File: config.mk
export PLATFORM = sky130hd
export DESIGN_NAME = imm_gen_pipe_flat
export DESIGN_NICKNAME = d
export VERILOG_FILES = /design/src/rtl/imm_gen_pipe_if.sv /design/src/rtl/imm_gen_pipe.sv /design/src/flat_wrapper.sv
export SDC_FILE = /design/constraint.sdc
export NUM_CORES = 1
export LEC_CHECK = 0
export ABC_AREA = 1
export BUFFER_PORTS_ARGS = -buffer_cell sky130_fd_sc_hd__buf_2
export CORE_ASPECT_RATIO = 0.75
export CORE_UTILIZATION = 55
export DETAILED_ROUTE_END_ITERATION = 6
export GPL_TIMING_DRIVEN = 0
export PLACE_DENSITY = 0.82
export SYNTH_ARGS = -nofsm -noshare
export SYNTH_HDL_FRONTEND = slang
export SYNTH_SLANG_ARGS = --single-unit
export TNS_END_PERCENT = 50
File: constraint.sdc
create_clock -name clk -period 1.45 [get_ports clk]
set_input_delay 0.2175 -clock clk [delete_from_list [all_inputs] [get_ports clk]]
set_output_delay 0.2175 -clock clk [all_outputs]
set_load 0.01 [all_outputs]
File: src/rtl/imm_gen_pipe_if.sv
// Handshake bundle for imm_gen_pipe: instruction/format side in, extended immediate side out.
interface imm_gen_pipe_if #(
  parameter int XLEN  = 32,
  parameter int TAG_W = 32
) ();
  logic              in_valid;
  logic              in_rdy;
  logic [2:0]        imm_sel;
  logic [31:0]       inst;
  logic [TAG_W-1:0]  in_tag;
  logic              out_valid;
  logic              out_rdy;
  logic [XLEN-1:0]   imm;
  logic [2:0]        out_sel;
  logic              out_noimm;
  logic [TAG_W-1:0]  out_tag;

  modport master (
    output in_valid, imm_sel, inst, in_tag, out_rdy,
    input  in_rdy, out_valid, imm, out_sel, out_noimm, out_tag
  );

  modport slave (
    input  in_valid, imm_sel, inst, in_tag, out_rdy,
    output in_rdy, out_valid, imm, out_sel, out_noimm, out_tag
  );
endinterface

File: src/rtl/imm_gen_pipe.sv
// Registered RISC-V immediate generator: combinational format decode and formation,
// followed by either a two-entry skid buffer or a single output register.
module imm_gen_pipe #(
  parameter int XLEN        = 32,
  parameter int AUTO_DECODE = 0,
  parameter int SKID        = 1,
  parameter int TAG_W       = 32
) (
  input logic           clk,
  input logic           rst_n,
  imm_gen_pipe_if.slave bus
);
  localparam int EW = XLEN + 4 + TAG_W;

  logic [31:0]     ins;
  logic [2:0]      sel_c;
  logic            noimm_c;
  logic [XLEN-1:0] imm_c;
  logic [EW-1:0]   entry_c;
  logic [EW-1:0]   main_reg;
  logic            main_valid_reg;
  logic            accept;
  logic            drain;

  assign ins = bus.inst;

  always_comb begin
    sel_c = bus.imm_sel;
    if (AUTO_DECODE != 0) begin
      case (ins[6:0])
        7'b0000011, 7'b0010011, 7'b1100111: sel_c = 3'b000;
        7'b0011011:                         sel_c = (XLEN == 64) ? 3'b000 : 3'b111;
        7'b0100011:                         sel_c = 3'b001;
        7'b1100011:                         sel_c = 3'b010;
        7'b0110111, 7'b0010111:             sel_c = 3'b011;
        7'b1101111:                         sel_c = 3'b100;
        7'b1110011:                         sel_c = ins[14] ? 3'b101 : 3'b000;
        default:                            sel_c = 3'b111;
      endcase
    end
  end

  // Sized casts of signed operands sign-extend to XLEN; zimm is cast unsigned.
  always_comb begin
    noimm_c = 1'b0;
    imm_c   = '0;
    case (sel_c)
      3'b000:  imm_c = XLEN'($signed(ins[31:20]));
      3'b001:  imm_c = XLEN'($signed({ins[31:25], ins[11:7]}));
      3'b010:  imm_c = XLEN'($signed({ins[31], ins[7], ins[30:25], ins[11:8], 1'b0}));
      3'b011:  imm_c = XLEN'($signed({ins[31:12], 12'b0}));
      3'b100:  imm_c = XLEN'($signed({ins[31], ins[19:12], ins[20], ins[30:21], 1'b0}));
      3'b101:  imm_c = XLEN'(ins[19:15]);
      default: noimm_c = 1'b1;
    endcase
  end

  assign entry_c = {imm_c, sel_c, noimm_c, bus.in_tag};
  assign drain   = main_valid_reg && bus.out_rdy;

  generate
    if (SKID != 0) begin : g_skid
      logic [EW-1:0] skid_reg;
      logic          skid_valid_reg;

      assign bus.in_rdy = !skid_valid_reg;
      assign accept     = bus.in_valid && !skid_valid_reg;

      // Skid only ever holds the entry that arrived while main was stalled.
      always_ff @(posedge clk or negedge rst_n) begin
        if (!rst_n) begin
          main_reg       <= '0;
          main_valid_reg <= 1'b0;
          skid_reg       <= '0;
          skid_valid_reg <= 1'b0;
        end else if (drain) begin
          if (skid_valid_reg) begin
            main_reg       <= skid_reg;
            skid_valid_reg <= 1'b0;
          end else if (accept) begin
            main_reg       <= entry_c;
          end else begin
            main_valid_reg <= 1'b0;
          end
        end else if (accept) begin
          if (main_valid_reg) begin
            skid_reg       <= entry_c;
            skid_valid_reg <= 1'b1;
          end else begin
            main_reg       <= entry_c;
            main_valid_reg <= 1'b1;
          end
        end
      end
    end else begin : g_single
      logic rdy;

      assign rdy        = !main_valid_reg || bus.out_rdy;
      assign bus.in_rdy = rdy;
      assign accept     = bus.in_valid && rdy;

      always_ff @(posedge clk or negedge rst_n) begin
        if (!rst_n) begin
          main_reg       <= '0;
          main_valid_reg <= 1'b0;
        end else if (accept) begin
          main_reg       <= entry_c;
          main_valid_reg <= 1'b1;
        end else if (drain) begin
          main_valid_reg <= 1'b0;
        end
      end
    end
  endgenerate

  assign bus.out_valid = main_valid_reg;
  assign {bus.imm, bus.out_sel, bus.out_noimm, bus.out_tag} = main_reg;
endmodule

File: src/flat_wrapper.sv
// flat-port wrapper written by rule: the top's interface ports become plain ports
module imm_gen_pipe_flat 
#(
  parameter int XLEN        = 32,
  parameter int AUTO_DECODE = 0,
  parameter int SKID        = 1,
  parameter int TAG_W       = 32
)
  (clk, rst_n, bus_in_valid, bus_imm_sel, bus_inst, bus_in_tag, bus_out_rdy, bus_in_rdy, bus_out_valid, bus_imm, bus_out_sel, bus_out_noimm, bus_out_tag);
  imm_gen_pipe_if #(.XLEN(XLEN), .TAG_W(TAG_W)) bus_i ();
  input logic clk;
  input logic rst_n;
  input wire logic [$bits(bus_i.in_valid)-1:0] bus_in_valid;
  input wire logic [$bits(bus_i.imm_sel)-1:0] bus_imm_sel;
  input wire logic [$bits(bus_i.inst)-1:0] bus_inst;
  input wire logic [$bits(bus_i.in_tag)-1:0] bus_in_tag;
  input wire logic [$bits(bus_i.out_rdy)-1:0] bus_out_rdy;
  output wire logic [$bits(bus_i.in_rdy)-1:0] bus_in_rdy;
  output wire logic [$bits(bus_i.out_valid)-1:0] bus_out_valid;
  output wire logic [$bits(bus_i.imm)-1:0] bus_imm;
  output wire logic [$bits(bus_i.out_sel)-1:0] bus_out_sel;
  output wire logic [$bits(bus_i.out_noimm)-1:0] bus_out_noimm;
  output wire logic [$bits(bus_i.out_tag)-1:0] bus_out_tag;
  assign bus_i.in_valid = bus_in_valid;
  assign bus_i.imm_sel = bus_imm_sel;
  assign bus_i.inst = bus_inst;
  assign bus_i.in_tag = bus_in_tag;
  assign bus_i.out_rdy = bus_out_rdy;
  assign bus_in_rdy = bus_i.in_rdy;
  assign bus_out_valid = bus_i.out_valid;
  assign bus_imm = bus_i.imm;
  assign bus_out_sel = bus_i.out_sel;
  assign bus_out_noimm = bus_i.out_noimm;
  assign bus_out_tag = bus_i.out_tag;
  imm_gen_pipe #(.XLEN(XLEN), .AUTO_DECODE(AUTO_DECODE), .SKID(SKID), .TAG_W(TAG_W)) u_core (.clk(clk), .rst_n(rst_n), .bus(bus_i));
endmodule
==> results of run 1 <==
## metal layers
layer,global-route usage,routed length [um],vias to the layer above
li1,-,-,2962
met1,0.430,8130,2961
met2,0.427,7650,257
met3,0.0452,1140,24
met4,0.0921,264,0
met5,0,0,-
## power breakdown
group	switching (mW)	total (mW)	leakage, nW	internal, mW
Combinational	3.71	6.15	2.76	2.44
Clock	1.68	4.90	0.318	3.23
Sequential	0.965	6.55	1.73	5.59
Total	6.35	17.6	4.80	11.2
## area by class of cell
type / instances / area [um^2]
Multi-Input combinational cell: 586 / 2660
Buffer: 54 / 447
Sequential cell: 138 / 3450
Inverter: 58 / 225
Clock inverter: 11 / 220
Clock buffer: 20 / 437
Timing Repair Buffer: 135 / 714
Tap cell: 162 / 203
Fill cell: 903 / 3390
## critical path, stage by stage (launching register included)
cell	delay [ps]
dfrtp_1	400
nand2_2	100
nor2_4	150
inv_4	80
buf_8	160
buf_6	140
o211ai_1	190
nand2_1	80
## Yosys cell counts (all sizes together)
library cell  instances
o21ai                46
nand2               366
clkinv                1
o22ai                 1
or2                   1
inv                  57
nand3                31
a31oi                 9
o211ai               36
buf                  42
nor2                 78
clkbuf               12
nand4                18
dfrtp               138
## what timing repair did
item / 4_1_cts / 5_1_grt
buffers inserted: 0 / 2
setup endpoints to repair: 69 / 83
hold endpoints to repair: 57 / 0
resized for setup: 11 / 31
hold buffers: 1 / 0
pin swaps: 0 / 1
## metrics by stage
step / std cells / setup TNS, ps / setup WS (ps) / utilization
CTS: 1162 / -2.85 / -2.85 / 0.705
global route: 1164 / -769 / -71.7 / 0.712
floorplan: 836 / 0 / 156 / -
finish: 1164 / 0 / 28.2 / 0.712
global placement: 1129 / -238570 / -1720 / 0.644
detailed placement: 1130 / -4090 / -136 / 0.647
## worst min-delay path by stage
stage | depth (start not counted) | to | slack (ps)
CTS | 3 | u_core.g_skid.skid_reg[12] | 50
floorplan | 0 | u_core.bus.out_valid | -80
finish | 3 | u_core.g_skid.skid_reg[12] | 60
detailed placement | 1 | u_core.main_reg[65] | 220
global placement | 2 | u_core.main_reg[23] | 460
global route | 3 | u_core.g_skid.skid_reg[20] | 70
## cells by family (layout without fill, tap and decap cells)
group,count (synthesis),after routing,share of synthesized area
and+or+nand+nor,494,494,0.304
DFF,138,138,0.515
buffers and inverters,112,278,0.0900
AOI/OAI and AO/OA,92,92,0.0903
==> results.sh, run 1 <==
export IMPL_clock_root_buffer="clkbuf_16"
export IMPL_initial_utilization=0.571
export IMPL_cts_tree="built"
export IMPL_min_path_type="in -> reg"
export IMPL_die_area_mm2=0.0126
export IMPL_maxSlewViolCount=0
export IMPL_vdd_drop_max_mv=1.11
export IMPL_ant_nets=0
export IMPL_slew_headroom=0.648
export IMPL_grt_usage=0.287
export IMPL_vias=6204
export IMPL_syn_instance_count=836
export IMPL_grt_pass1_vias=5722
export IMPL_fmax_mhz=703
export IMPL_r2r_slack_ps=30
export IMPL_timing_rr_start="u_core.bus.out_valid"
export IMPL_viasPerCell=5.33
export IMPL_crit_path_end_kind="flop"
export IMPL_grt_pass1_wl_um=28100
export IMPL_hp_start="bus_in_tag[12]"
export IMPL_dpl_hpwl_um=11700
export IMPL_clk_pin_slew_ps=60
export IMPL_synth_top_area_frac=0.515
export IMPL_synthTopCellsByArea="dfrtp_1 (52%), nand2_1 (20%), o211ai_1 (3.2%)"
export IMPL_maxCapViolCount=0
export IMPL_synth_avg_cell_area_um2=8.02
export IMPL_antenna_found_initial=0
export IMPL_drc=0
export IMPL_fin_crit_sh=0.981
export IMPL_num_rows=34
export IMPL_drt_iter0_markers=626
export IMPL_diodes=0
export IMPL_path_max_fanout=10
export IMPL_r2r_end="u_core.main_reg[19]"
export IMPL_syn_cell_area_mm2=0.00670
export IMPL_clk_path_buf_depth=2
export IMPL_p_total_mw=17.6
export IMPL_gp_congestion=0.916
export IMPL_port_buffer_count=131
export IMPL_grt_setup_unrepaired="true"
export IMPL_cp_startpoint="u_core.bus.out_valid"
export IMPL_chipWidth_um=129
export IMPL_leakagePower_nw=4.80
export IMPL_clk_latency_ps=420
export IMPL_final_common_cell="nand2_1"
export IMPL_clock_skew_ps=10.0
export IMPL_required_ps=1740
export IMPL_dpl_cell_area_mm2=0.00759
export IMPL_power_density_mw_per_mm2=2110
export IMPL_fin_nets=1061
export IMPL_worstSetupEndpoint="u_core.main_reg[19]"
export IMPL_cp_start_kind="flop"
export IMPL_yosysWarnings=0
export IMPL_min_period_ps=1420
export IMPL_syn_nets=907
export IMPL_status="finished, final reports clean"
export IMPL_setup_viol=0
export IMPL_tightest_slew_ps=528
export IMPL_final_area_mm2=0.00836
export IMPL_critPathKind="reg -> reg"
export IMPL_yosysSeqAreaShare=0.515
export IMPL_firstDrtPassIters=5
export IMPL_hold_slack_ps=56.3
export IMPL_syn_to_final_growth_pct=24.7
export IMPL_reg2regPathDepth=7
export IMPL_grt_ovfl_total=0
export IMPL_drive_gt1_frac=0.263
export IMPL_die_y_um=97.6
export IMPL_hold_viol_final=0
export IMPL_synth_largest_area_cell="dfrtp_1"
export IMPL_wirelength_um=17200
export IMPL_ys_ff_latch=138
export IMPL_core_area_mm2=0.0117
export IMPL_cts_buffers=17
export IMPL_grt_max_degree=82
export IMPL_crit_arrival_ps=1710
export IMPL_wl_per_cell_um=14.8
export IMPL_cts_htree_levels=4
export IMPL_final_cell_mix="nand2_1 (359), dfrtp_1 (138), buf_2 (137)"
export IMPL_io_pins=141
export IMPL_synth_cell_types=25
export IMPL_cts_sinks=138
No activity file was read; power rests on OpenSTA's default activity.
==> run 2: changes to the inputs <==
--- a/config.mk
+++ b/config.mk
@@ -11,7 +11,7 @@
 export CORE_UTILIZATION = 55
 export DETAILED_ROUTE_END_ITERATION = 6
 export GPL_TIMING_DRIVEN = 0
-export PLACE_DENSITY = 0.82
+export PLACE_DENSITY = 0.78
 export SYNTH_ARGS = -nofsm -noshare
 export SYNTH_HDL_FRONTEND = slang
 export SYNTH_SLANG_ARGS = --single-unit
==> run 2 against run 1 <==
Sequential share of layout area increased by 0.46 points. Critical path depth did not move. Via count down 1.7%. Worst setup slack better by 44 ps. Power is 3.7% lower. Global-route usage up 0.43 points. Utilization shrank 0.78 points. Routed wire length is 0.58% lower. Sequential power is essentially flat. Hold slack better by 11 ps. Largest cell class unchanged. Highest routed layer unchanged.
==> results.sh, run 2 (synthesized netlist as in run 1, its figures left out) <==
export IMPL_status="finished, final reports clean"
export IMPL_dpl_cell_area_mm2=0.00759
export IMPL_tightest_slew_ps=722
export IMPL_core_area_mm2=0.0117
export IMPL_clock_skew_ps=9.68
export IMPL_ant_nets=0
export IMPL_crit_arrival_ps=1670
export IMPL_cts_sinks=138
export IMPL_final_cells=1160
export IMPL_cts_htree_levels=4
export IMPL_clk_pin_slew_ps=60
export IMPL_cts_buffers=17
export IMPL_grt_usage=0.291
export IMPL_dpl_hpwl_um=11600
export IMPL_die_y_um=97.6
export IMPL_seqCellArea_mm2=0.00345
export IMPL_min_path_type="in -> reg"
export IMPL_grt_max_degree=79
export IMPL_slew_headroom=0.519
export IMPL_port_buffer_count=131
export IMPL_wl_per_cell_um=14.7
export IMPL_path_max_fanout=10
export IMPL_critPathKind="reg -> reg"
export IMPL_fmax_mhz=726
export IMPL_num_rows=34
export IMPL_dp_cells=1130
export IMPL_cts_setup_buffers=0
export IMPL_gp_congestion=0.904
export IMPL_clk_latency_ps=410
export IMPL_io_pins=141
export IMPL_grt_pass1_vias=5778
export IMPL_min_period_ps=1380
export IMPL_chipWidth_um=129
export IMPL_cp_start_kind="flop"
export IMPL_final_cell_mix="nand2_1 (358), buf_2 (140), dfrtp_1 (138)"
export IMPL_final_common_cell="nand2_1"
export IMPL_drc=0
export IMPL_grt_setup_unrepaired="true"
export IMPL_power_density_mw_per_mm2=2050
export IMPL_cts_tree="built"
export IMPL_die_area_mm2=0.0126
export IMPL_firstDrtPassIters=6
export IMPL_maxSlewViolCount=0
export IMPL_clock_root_buffer="clkbuf_16"
export IMPL_vdd_drop_max_mv=1.01
export IMPL_multi_input_area_mm2=0.00266
export IMPL_viasPerCell=5.26
export IMPL_setup_viol=0
export IMPL_antenna_found_initial=0
export IMPL_final_area_mm2=0.00826
export IMPL_crit_path_end_kind="flop"
export IMPL_drt_iter0_markers=520
export IMPL_vias=6101
export IMPL_diodes=0
export IMPL_required_ps=1750
export IMPL_grt_ovfl_total=0
export IMPL_r2r_slack_ps=70
export IMPL_syn_to_final_growth_pct=23.3
export IMPL_fin_nets=1059
export IMPL_grt_pass1_wl_um=28500
export IMPL_wirelength_um=17100
export IMPL_clk_path_buf_depth=2
export IMPL_maxCapViolCount=0
export IMPL_hold_viol_final=0
export IMPL_initial_utilization=0.571
export IMPL_drive_gt1_frac=0.263
export IMPL_n_fill_cell=974
export IMPL_fin_crit_sh=0.950
export IMPL_leakagePower_nw=4.76
-- run 2: metrics by stage --
| stage | util | setup WS (ps) | setup TNS (ps) | power (mW) | hold slack (ps) |
|---|---|---|---|---|---|
| 2_1_floorplan | - | 156 | 0 | 10.4 | -78.1 |
| 3_3_place_gp | 0.644 | -1730 | -239370 | 12.3 | 459 |
| 3_5_place_dp | 0.647 | -98.1 | -3240 | 12.5 | 301 |
| 4_1_cts | 0.698 | -14.7 | -73.2 | 16.9 | 67.5 |
| 5_1_grt | 0.704 | -22.0 | -151 | 18.2 | 64.8 |
| 6_report | 0.704 | 72.5 | 0 | 16.9 | 67.8 |
-- run 2: area by class of cell --
cell class | count | area share
clock inverter | 8 | 0.0147
tap | 162 | 0.0245
multi-input combinational | 586 | 0.322
timing repair buffer | 133 | 0.0846
inverter | 58 | 0.0276
buffer | 54 | 0.0533
clock buffer | 21 | 0.0557
sequential | 138 | 0.418
-- run 2: worst paths after layout --
| kind | from | end | cells past startpoint |
|---|---|---|---|
| min | bus_in_tag[20] | u_core.g_skid.skid_reg[20] | 3 |
| max in group asynchronous | rst_n | u_core.g_skid.skid_reg[38] | 3 |
| max reg2reg | u_core.bus.out_valid | u_core.main_reg[25] | 7 |
| min reg2reg | u_core.main_reg[46] | u_core.main_reg[46] | 2 |
| max | u_core.bus.out_valid | u_core.main_reg[25] | 7 |
| min in group asynchronous | rst_n | u_core.g_skid.skid_reg[8] | 2 |
-- run 2: power by group --
part	internal, mW	leakage (nW)	switching (mW)
Sequential	5.59	1.73	0.937
Combinational	2.41	2.75	3.69
Clock	2.76	0.285	1.57
-- run 2: worst max-delay path: stages (launching register included) --
cell,delay (ps)
dfrtp_1,380
nand2_2,90
nor2_4,130
inv_4,90
buf_12,150
buf_6,140
o211ai_1,190
nand2_1,80
-- run 2: what timing repair did --
item / in CTS / in global routing
endpoints found under the hold margin: 77 / 0
hold buffers: 1 / 0
gates resized for setup: 8 / 33
setup endpoints to repair: 66 / 115
-- run 2: layer usage --
metal  track usage  vias to the layer above  share of wire  wire length (um)
li1              -                     2952              -                 -
met1         0.446                     2886           0.49              8330
met2         0.423                      244           0.43              7400
met3        0.0622                       19          0.070              1190
met4        0.0662                        0         0.0095               163
met5             0                        -              0                 0
==> run 3: changes to the inputs <==
--- a/config.mk
+++ b/config.mk
@@ -8,11 +8,10 @@
 export ABC_AREA = 1
 export BUFFER_PORTS_ARGS = -buffer_cell sky130_fd_sc_hd__buf_2
 export CORE_ASPECT_RATIO = 0.75
-export CORE_UTILIZATION = 55
+export CORE_UTILIZATION = 50
 export DETAILED_ROUTE_END_ITERATION = 6
-export GPL_TIMING_DRIVEN = 0
-export PLACE_DENSITY = 0.78
+export GPL_TIMING_DRIVEN = 1
+export PLACE_DENSITY = 0.72
 export SYNTH_ARGS = -nofsm -noshare
 export SYNTH_HDL_FRONTEND = slang
 export SYNTH_SLANG_ARGS = --single-unit
-export TNS_END_PERCENT = 50
==> run 3 against run 2 <==
Clock skew decreased by 1.7 ps. Global-route usage decreased by 5.5 points. Critical path depth increased by 1. Via count decreased by 4.6%. Non-clock buffer count decreased by 29. First-iteration DRC count decreased by 36%. Count of clock-buffer cells in the layout decreased by 1. Utilization decreased by 7.4 points. Critical endpoint is now u_core.g_skid.skid_reg[25]. Highest routed layer unchanged.
==> results.sh, run 3 (synthesized netlist as in run 1, its figures left out) <==
export IMPL_status="finished, final reports clean"
export IMPL_leakagePower_nw=4.68
export IMPL_grt_pass1_vias=5374
export IMPL_timing_rr_start="u_core.bus.out_valid"
export IMPL_intPower_mw=10.7
export IMPL_cts_tree="built"
export IMPL_drive_gt1_frac=0.244
export IMPL_slowest_stage="dfrtp_1"
export IMPL_final_setup_tns_ps=0
export IMPL_path_max_fanout=26
export IMPL_required_ps=1740
export IMPL_cts_sinks=138
export IMPL_crit_arrival_ps=1610
export IMPL_clock_root_buffer="clkbuf_16"
export IMPL_crit_path_end_kind="flop"
export IMPL_clock_skew_ps=7.97
export IMPL_tightest_slew_ps=425
export IMPL_combinationalPowerShare=0.348
export IMPL_critical_path_max_stage_delay_ps=390
export IMPL_drt_iter0_markers=334
export IMPL_power_switching_mw=6.10
export IMPL_diodes=0
export IMPL_maxCapViolCount=0
export IMPL_r2r_slack_ps=130
export IMPL_cp_start_kind="flop"
export IMPL_num_rows=36
export IMPL_dpl_hpwl_um=9790
export IMPL_critPathKind="reg -> reg"
export IMPL_pwr_share_clk=0.266
export IMPL_vias=5819
export IMPL_cp_startpoint="u_core.bus.out_valid"
export IMPL_min_path_type="in -> reg"
export IMPL_p_sw_frac=0.362
export IMPL_grt_setup_unrepaired="false"
export IMPL_antenna_found_initial=0
export IMPL_power_frac_seq=0.386
export IMPL_hold_viol_final=0
export IMPL_clk_path_buf_depth=2
export IMPL_slew_headroom=0.717
export IMPL_fin_crit_sh=0.912
export IMPL_fmax_mhz=756
export IMPL_wl_per_cell_um=13.1
export IMPL_port_buffer_count=133
export IMPL_grt_max_degree=76
export IMPL_viasPerCell=5.09
export IMPL_final_common_cell="nand2_1"
export IMPL_grt_usage=0.236
export IMPL_hp_start="bus_in_tag[21]"
export IMPL_hold_slack_ps=60.9
export IMPL_r2r_end="u_core.g_skid.skid_reg[25]"
export IMPL_vdd_drop_max_mv=0.997
export IMPL_power_density_mw_per_mm2=2050
export IMPL_die_y_um=102
export IMPL_grt_pass1_wl_um=25600
export IMPL_clk_latency_ps=410
export IMPL_initial_utilization=0.515
export IMPL_syn_to_final_growth_pct=22.4
export IMPL_grt_ovfl_total=0
export IMPL_cts_htree_levels=4
export IMPL_ant_nets=0
export IMPL_clk_pin_slew_ps=60
export IMPL_core_area_mm2=0.0130
export IMPL_gp_congestion=0.782
export IMPL_drc=0
export IMPL_min_period_ps=1320
export IMPL_path_cells="inv_2 -> nor2_2 -> inv_2 -> nor2_4 -> inv_2 -> buf_6 -> nand2_1 -> o21ai_0"
export IMPL_wirelength_um=15000
export IMPL_maxSlewViolCount=0
export IMPL_reg2regPathDepth=8
export IMPL_critPathMostFrequentCell="inv_2"
export IMPL_setup_viol=0
export IMPL_final_cell_mix="nand2_1 (359), dfrtp_1 (138), buf_2 (132)"
export IMPL_worstSetupEndpoint="u_core.g_skid.skid_reg[25]"
export IMPL_fin_nets=1030
export IMPL_io_pins=141
export IMPL_final_core_util=0.630
export IMPL_cts_buffers=17
export IMPL_chipWidth_um=136
export IMPL_die_area_mm2=0.0139
export IMPL_firstDrtPassIters=4
## run 3: metrics by stage
stage | instance area [um^2] | total power [mW] | setup WS [ps] | instances
floorplan | 6700 | 10.4 | 156 | 836
CTS | 8190 | 17.0 | 48.2 | 1143
detailed placement | 7570 | 12.4 | 22.7 | 1110
finish | 8200 | 16.8 | 128 | 1143
global route | 8200 | 18.2 | 7.51 | 1143
global placement | 7570 | 12.2 | 50.5 | 1110
## run 3: cell type report
type | count | area [um^2]
fill | 1124 | 4820
sequential | 138 | 3450
multi-input combinational | 586 | 2660
timing repair buffer | 158 | 1040
clock buffer | 20 | 447
inverter | 58 | 224
tap | 171 | 214
clock inverter | 12 | 164
## run 3: critical path, delay by kind of cell (launching register included)
| kind | cells | cell delay, ps |
|---|---|---|
| AO/OA/AOI/OAI | 1 | 80 |
| buffers and inverters | 4 | 400 |
| flip-flops | 1 | 390 |
| AND/OR/NAND/NOR | 3 | 310 |
## run 3: worst min path at each step
stage,to,slack [ps],depth (start not counted)
after global placement,u_core.main_reg[64],30,1
final,u_core.g_skid.skid_reg[21],60,3
after floorplan,u_core.bus.out_valid,-80,0
after global routing,u_core.g_skid.skid_reg[13],60,3
after detailed placement,u_core.main_reg[64],30,1
after CTS,u_core.g_skid.skid_reg[0],50,3
## run 3: what timing repair did
| action | in CTS | in global routing |
|---|---|---|
| buffers inserted | 0 | 0 |
| hold buffers | 1 | 0 |
| setup endpoints to repair | 0 | 42 |
| endpoints found under the hold margin | 138 | 0 |
| resized for setup | 0 | 5 |
## run 3: power groups by stage
stage | clock (mW) | combinational [mW] | sequential, mW
after floorplan | 0 | 3.54 | 6.83
after global placement | 0 | 5.79 | 6.46
after detailed placement | 0 | 5.91 | 6.50
after CTS | 4.55 | 5.94 | 6.48
after global routing | 4.73 | 6.72 | 6.71
final | 4.48 | 5.86 | 6.49
## run 3: routing by layer
| layer | GRT usage | share of wire | vias up |
|---|---|---|---|
| met2 | 0.359 | 0.45 | 182 |
| met1 | 0.336 | 0.48 | 2727 |
| met3 | 0.0496 | 0.057 | 19 |
| li1 | - | - | 2891 |
| met4 | 0.0812 | 0.011 | 0 |
| met5 | 0 | 0 | - |
